===== src/rtl/invader_sprite.sv =====
// invader_sprite: paint stage that draws one 8x8 space-invader bitmap,
// scaled by SCALE, on a dark blue background. The sprite marches
// sideways once per frame, drops a row at each screen edge and wraps
// back to the top after reaching the bottom. Colour and the
// hsync/vsync/de strobes leave the block with a common 2-cycle latency.
//
// Optional build macro: INVADER_ANIM_EN
//   When defined, a frame counter alternates between two bitmap poses
//   every ANIM_FRAMES frames. When undefined, pose A is drawn on every
//   frame and no counter hardware exists.

module invader_sprite #(
    parameter int CORDW       = 10,
    parameter int H_RES       = 640,
    parameter int V_RES       = 480,
    parameter int SCALE       = 4,
    parameter int SPEED       = 2,
    parameter int DROP        = 8,
    parameter int X0          = 16,
    parameter int Y0          = 32,
    parameter int ANIM_FRAMES = 30
) (
    input  logic             clk_pix,
    input  logic             rst_pix,
    input  logic [CORDW-1:0] sx,
    input  logic [CORDW-1:0] sy,
    input  logic             hsync_i,
    input  logic             vsync_i,
    input  logic             de_i,
    output logic             hsync_o,
    output logic             vsync_o,
    output logic             de_o,
    output logic [3:0]       r_o,
    output logic [3:0]       g_o,
    output logic [3:0]       b_o,
    output logic [CORDW-1:0] spr_x,
    output logic [CORDW-1:0] spr_y
);

    // Sprite footprint on screen and the shift that replaces division.
    localparam int W     = 8 * SCALE;
    localparam int H     = 8 * SCALE;
    localparam int SHIFT = $clog2(SCALE);

    // Boundary constants, one bit wider than a coordinate so the
    // edge tests cannot overflow.
    localparam logic [CORDW:0] STEP_R_E   = (CORDW+1)'(SPEED + W);
    localparam logic [CORDW:0] STEP_D_E   = (CORDW+1)'(DROP + H);
    localparam logic [CORDW:0] H_RES_E    = (CORDW+1)'(H_RES);
    localparam logic [CORDW:0] V_RES_E    = (CORDW+1)'(V_RES);
    localparam logic [CORDW:0] LEFT_LIM_E = (CORDW+1)'(X0 + SPEED);
    localparam logic [CORDW:0] W_E        = (CORDW+1)'(W);
    localparam logic [CORDW:0] H_E        = (CORDW+1)'(H);

    // Movement states.
    localparam logic [1:0] MOVE_R = 2'd0;
    localparam logic [1:0] DROP_L = 2'd1;
    localparam logic [1:0] MOVE_L = 2'd2;
    localparam logic [1:0] DROP_R = 2'd3;

    logic [1:0]       state_q, state_d;
    logic [CORDW-1:0] spr_x_q, spr_x_d;
    logic [CORDW-1:0] spr_y_q, spr_y_d;

    logic             frame;

    logic             hit_d, hit_q;
    logic [2:0]       row_d, row_q;
    logic [2:0]       col_d, col_q;
    logic             hs1_q, vs1_q, de1_q;

    logic             pose;
    logic [7:0]       rowBits;
    logic             pix;
    logic [3:0]       r_d, g_d, b_d;
    logic [3:0]       r_q, g_q, b_q;
    logic             hs2_q, vs2_q, de2_q;

    logic [CORDW:0]   sxE, syE, xE, yE;
    logic [CORDW:0]   dx, dy;

    // One pulse per frame, on the first pixel of the first blanking line,
    // so position updates never land inside active video.
    assign frame = (sy == CORDW'(V_RES)) && (sx == '0);

    assign sxE = {1'b0, sx};
    assign syE = {1'b0, sy};
    assign xE  = {1'b0, spr_x_q};
    assign yE  = {1'b0, spr_y_q};
    assign dx  = sxE - xE;
    assign dy  = syE - yE;

    // Bitmap rows for both poses; bit 7 is the leftmost column.
    function automatic logic [7:0] bitmapRow(input logic [2:0] row, input logic poseB);
        logic [7:0] bits;
        case (row)
            3'd0:    bits = 8'h18;
            3'd1:    bits = 8'h3C;
            3'd2:    bits = 8'h7E;
            3'd3:    bits = 8'hDB;
            3'd4:    bits = 8'hFF;
            3'd5:    bits = poseB ? 8'h5A : 8'h24;
            3'd6:    bits = poseB ? 8'h81 : 8'h5A;
            default: bits = poseB ? 8'h42 : 8'hA5;
        endcase
        return bits;
    endfunction

    // Movement decision: march, detect an edge, then drop and reverse.
    always_comb begin
        state_d = state_q;
        spr_x_d = spr_x_q;
        spr_y_d = spr_y_q;
        if (frame) begin
            case (state_q)
                MOVE_R: begin
                    if (xE + STEP_R_E > H_RES_E) begin
                        state_d = DROP_L;
                    end else begin
                        spr_x_d = spr_x_q + CORDW'(SPEED);
                    end
                end
                MOVE_L: begin
                    if (xE < LEFT_LIM_E) begin
                        state_d = DROP_R;
                    end else begin
                        spr_x_d = spr_x_q - CORDW'(SPEED);
                    end
                end
                DROP_L, DROP_R: begin
                    if (yE + STEP_D_E > V_RES_E) begin
                        spr_y_d = CORDW'(Y0);
                    end else begin
                        spr_y_d = spr_y_q + CORDW'(DROP);
                    end
                    state_d = (state_q == DROP_L) ? MOVE_L : MOVE_R;
                end
                default: state_d = MOVE_R;
            endcase
        end
    end

    // Position and movement state registers; reset wins over a frame pulse.
    always_ff @(posedge clk_pix) begin
        if (rst_pix) begin
            state_q <= MOVE_R;
            spr_x_q <= CORDW'(X0);
            spr_y_q <= CORDW'(Y0);
        end else begin
            state_q <= state_d;
            spr_x_q <= spr_x_d;
            spr_y_q <= spr_y_d;
        end
    end

    assign spr_x = spr_x_q;
    assign spr_y = spr_y_q;

`ifdef INVADER_ANIM_EN
    localparam int ANIM_W = (ANIM_FRAMES > 1) ? $clog2(ANIM_FRAMES) : 1;

    logic [ANIM_W-1:0] animCnt_q, animCnt_d;
    logic              pose_q, pose_d;

    // Count frames and flip the pose each time the count wraps.
    always_comb begin
        animCnt_d = animCnt_q;
        pose_d    = pose_q;
        if (frame) begin
            if (animCnt_q == ANIM_W'(ANIM_FRAMES - 1)) begin
                animCnt_d = '0;
                pose_d    = ~pose_q;
            end else begin
                animCnt_d = animCnt_q + 1'b1;
            end
        end
    end

    // Animation counter and pose registers.
    always_ff @(posedge clk_pix) begin
        if (rst_pix) begin
            animCnt_q <= '0;
            pose_q    <= 1'b0;
        end else begin
            animCnt_q <= animCnt_d;
            pose_q    <= pose_d;
        end
    end

    assign pose = pose_q;
`else
    // Pose A only; the expression is constant false for any frame count.
    assign pose = (ANIM_FRAMES < 0);
`endif

    // Stage 1 decode: is the beam inside the sprite box, and which cell.
    always_comb begin
        hit_d = (sxE >= xE) && (sxE < xE + W_E) &&
                (syE >= yE) && (syE < yE + H_E);
        col_d = 3'(dx >> SHIFT);
        row_d = 3'(dy >> SHIFT);
    end

    // Stage 2 colour: green where the bitmap bit is set, dark blue elsewhere.
    always_comb begin
        rowBits = bitmapRow(row_q, pose);
        pix     = hit_q && rowBits[3'd7 - col_q];
        r_d     = 4'h0;
        g_d     = 4'h0;
        b_d     = 4'h0;
        if (de1_q) begin
            if (pix) begin
                g_d = 4'hF;
            end else begin
                b_d = 4'h2;
            end
        end
    end

    // Two pipeline stages carrying decode, colour and the sync strobes.
    always_ff @(posedge clk_pix) begin
        if (rst_pix) begin
            hit_q <= 1'b0;
            row_q <= 3'd0;
            col_q <= 3'd0;
            hs1_q <= 1'b0;
            vs1_q <= 1'b0;
            de1_q <= 1'b0;
            r_q   <= 4'h0;
            g_q   <= 4'h0;
            b_q   <= 4'h0;
            hs2_q <= 1'b0;
            vs2_q <= 1'b0;
            de2_q <= 1'b0;
        end else begin
            hit_q <= hit_d;
            row_q <= row_d;
            col_q <= col_d;
            hs1_q <= hsync_i;
            vs1_q <= vsync_i;
            de1_q <= de_i;
            r_q   <= r_d;
            g_q   <= g_d;
            b_q   <= b_d;
            hs2_q <= hs1_q;
            vs2_q <= vs1_q;
            de2_q <= de1_q;
        end
    end

    assign r_o     = r_q;
    assign g_o     = g_q;
    assign b_o     = b_q;
    assign hsync_o = hs2_q;
    assign vsync_o = vs2_q;
    assign de_o    = de2_q;

endmodule


===== config.mk =====
export PLATFORM = sky130hd
export DESIGN_NAME = invader_sprite
export DESIGN_NICKNAME = d
export VERILOG_FILES = /design/src/rtl/invader_sprite.sv
export SDC_FILE = /design/constraint.sdc
export NUM_CORES = 1
export LEC_CHECK = 0
export BUFFER_PORTS_ARGS = -buffer_cell sky130_fd_sc_hd__buf_2
export CAP_MARGIN = 20
export CORE_ASPECT_RATIO = 1.75
export CORE_UTILIZATION = 35
export CTS_CLUSTER_DIAMETER = 50
export DETAILED_ROUTE_END_ITERATION = 8
export PLACE_DENSITY_LB_ADDON = 0.3
export SETUP_SLACK_MARGIN = 0.1
export SYNTH_ARGS = -nofsm -noshare
export SYNTH_HDL_FRONTEND = slang
export SYNTH_SLANG_ARGS = --single-unit
export TNS_END_PERCENT = 100

===== constraint.sdc =====
create_clock -name clk_pix -period 2.9 [get_ports clk_pix]
set_clock_uncertainty 0.1 [all_clocks]
set_input_delay 0.58 -clock clk_pix [delete_from_list [all_inputs] [get_ports clk_pix]]
set_output_delay 0.58 -clock clk_pix [all_outputs]
set_load 0.005 [all_outputs]

==> metrics.md <==
| Metric | Value |
|---|---|
| LEAKAGE | `between 1.5 and 2 nW` |
| Sequential fraction of the synthesis area | `between 20% and 30%` |
| FF-to-FF Start | `state_q[0]` |
| Critical path launch point type | `flop` |
| Fin Setup TNS | `0 ps` |
| CP peak stage delay | `between 400 and 500 ps` |
| PortBufs | `48` |
| Clock latency of the later-clocked register in the worst-skew pair | `~280 ps` |
| Deepest clock path buffer count | `2` |
| Row cnt | `43` |
| Reg2reg setup slack | `290 ps` |
| Ys Warns | `0` |
| Max-cap violations | `0` |
| Top-count cell post-synth | `ha_1` |
| GR Overflow Total | `0` |
| Clock Pin Slew Worst Setup and Hold Paths | `roughly 60 ps` |
| DRT Pass-1 Iters | `6` |
| CTS Root Cell | `clkbuf_16` |
| Crit-path max FO | `7` |
| Crit path max-delay family | `compound AO/OA/AOI/OAI gates` |
| Register bit total from synthesis | `33` |
| Filler instances | `between 800 and 900` |
| Htree depth | `2` |
| Synth area leader | `dfxtp_1` |
| CTS buffer count | `5` |
| Die Span X | `approximately 71 um` |
| Mapped Area | `0.00291 mm^2` |
| WP buf/inv | `1` |
| Via Count | `~2700` |
| IO Pins | `60` |
| VDD IR max | `0.260 mV` |
| Post-route cell area | `about 0.0034 mm^2` |
| Crit Path Class | `flop to flop` |
| Number of enable flip-flop cells after synthesis | `0` |
| Achievable Freq | `~380 MHz` |
| Critical path cell sequence | `inv_1, ha_2, ha_1, and2_1, o21ai_0, nand3_1, and3_1, a2111oi_0, nand2_1` |
| Crit. End Element | `flop` |
| Area Overhead vs Synth | `15.9%` |
| Asr flop ratio synth | `0%` |
| PD cells | `376 mW/mm^2` |
| Reg2Reg Depth | `9` |
| DRT iter0 DRCs | `78` |
| Synthesized area per cell | `8.42 um^2` |
| Worst EP required | `between 2000 and 3000 ps` |
| Antenna violations before repair | `0` |
| Syn Inst Count | `346` |
| Clock Sinks | `33` |
| Number of diodes | `0` |
| Status | `complete, but fails checks` |
| Worst Hold Depth | `1` |
| Vias in the first global route | `around 2600` |
| Most Crowded Layer GR | `met2` |
| Final net count | `463` |
| Met1 Resource Use GR | `between 15 and 20%` |
| Initial Util | `36.3%` |
| CP Data Arrival Time | `2670 ps` |
| GR Util met2 | `between 30% and 40%` |
| Critical R2R Capture | `spr_x[9]` |
| Failing checks | `DRC` |
| Tot GR Track Use | `18.2%` |
| Grt met3 use | `under 10%` |
| First-pass GRT wire length | `~12000 um` |
| Final GP Congestion | `approximately 0.80` |
| Core area | `~0.008 mm^2` |
| Commonest cells in the netlist | `42 x ha_1, 33 x dfxtp_1, 26 x nor2_1` |
| Worst Hold End | `b_o[1]` |
| Synth Flop Type | `dfxtp_1` |
| Dpl cell area | `~0.0032 mm^2` |
| Yosys top cell area share | `22.7%` |
| RSZ-0062 raised after global routing | `false` |
| Hold Startpoint | `hit_q` |
| Fin. Hold Viols | `0` |
| Fin crit share | `roughly 90%` |
| Tightest Hold Check Type | `flop to flop` |
| TritonCTS clock tree | `done` |
| # DRC | `12` |
| Die Ht | `about 120 um` |
| Top cells by area, synth | `dfxtp_1 23%, ha_1 18%, xnor2_1 6.0%` |
| Vias/cell | `approximately 5.5` |
| Final setup vio count | `0` |
| Drt wl/cell | `between 15 and 20 um` |
| Critical-path top delay cell | `a2111oi_0` |
| Final Max Tran Viols | `0` |
| Dpl hpwl | `slightly above 6000 um` |
| Die ar. | `between 0.008 and 0.009 mm^2` |
| Layout cells sized above 1 | `18.2%` |
| Antenna viol nets, final | `0` |
| Clock period minus worst slack | `between 2000 and 3000 ps` |
| Drt total wl | `around 7400 um` |
| Synth cell types | `67` |
| Pin count of the biggest net entering global routing | `32` |
==> repair_timing <==
item                                    CTS  global route
hold buffers                              0             0
resized for setup                         0             2
hold endpoints to repair                  0             0
buffers inserted                          0             0
endpoints found under the setup margin    0             2
==> cells in the final DEF, fill, tap and decap left out, types with 3 or more instances in the layout <==
cell       netlist  final
a2111oi_0        3      3
a21oi_1         14     14
and2_1           3      3
and3_1           4      4
buf_2            3     48
buf_4           15      6
clkbuf_16        0      5
conb_1           1     11
dfxtp_1         33     33
ha_1            42     41
inv_1           25     25
mux2i_1          3      3
nand2_1         17     17
nand2b_1         5      5
nand3_1         10     10
nand4_1          4      4
nor2_1          26     26
nor2b_1         12     12
nor3_1          13     13
nor4_1           4      3
o211ai_1         3      3
o21a_1           3      3
o21ai_0         11     11
o31ai_1          4      4
o41ai_1          4      4
or4_1            5      5
xnor2_1         20     20
xor2_1           6      6
==> sequential cells by signal, summed over array words and instances (netlist names), 2 cells and up <==
register / flops
col_q: 3
row_q: 3
spr_x: 9
spr_y: 7
state_q: 2
==> routing by layer <==
layer / vias to the layer above / routed length, um
met5: - / 0
met4: 0 / 206
met3: 12 / 234
met2: 50 / 4280
met1: 1269 / 2730
li1: 1324 / -
==> final cells by class <==
type	count	area [um^2]	area share, %
Clock inverter	1	30.0	0.890
Sequential cell	33	661	19.6
Timing Repair Buffer	54	285	8.45
Tap cell	90	113	3.34
Multi-Input combinational cell	274	2050	60.6
Clock buffer	7	143	4.23
Inverter	26	97.6	2.89
==> cells by family after synthesis <==
family / count (synthesis) / synth area share [%]
compound gates: 68 / 17.0
xor+xnor: 26 / 7.82
flops: 33 / 22.7
simple gates: 121 / 22.9
fa+ha+maj: 44 / 19.4
other cells: 1 / 0.129
buf+inv: 49 / 8.63
mux: 4 / 1.42
==> power breakdown <==
part / internal [mW] / switching, mW / total, mW / leakage, nW
sequential: 0.467 / 0.0121 / 0.479 / 0.269
combinational: 0.0710 / 0.0847 / 0.156 / 1.17
clock: 0.429 / 0.205 / 0.635 / 0.0841
total: 0.967 / 0.302 / 1.27 / 1.53
==> worst register-to-register path, stage by stage, from the launching register on <==
cell and delay (ps):
dfxtp_1 360, inv_1 90, ha_2 250, ha_1 370, and2_1 180, o21ai_0 240
nand3_1 180, and3_1 180, a2111oi_0 430, nand2_1 100
==> worst max-delay path by stage <==
stage | cells after the start | slack [ps] | endpoint | from
floorplan | 9 | 410 | spr_x[8] | spr_x[6]
global placement | 6 | 220 | spr_x[4] | sx[5]
detailed placement | 6 | 220 | spr_x[4] | sx[0]
CTS | 9 | 260 | spr_x[8] | state_q[0]
global route | 9 | 160 | spr_x[9] | state_q[0]
finish | 9 | 290 | spr_x[9] | state_q[0]
==> through the flow <==
stage                     worst slack [ps]  power [mW]  cells  utilization [%]  hold slack [ps]
after floorplan                        410       0.597    356                -              308
after global placement                 225       0.638    477             39.8              322
after detailed placement               221       0.643    477             39.8              333
after CTS                              258        1.28    485             42.0              340
after global routing                   157        1.32    485             42.1              356
final                                  290        1.27    485             42.1              331
Note: power is estimated with default switching activity, not from simulation.
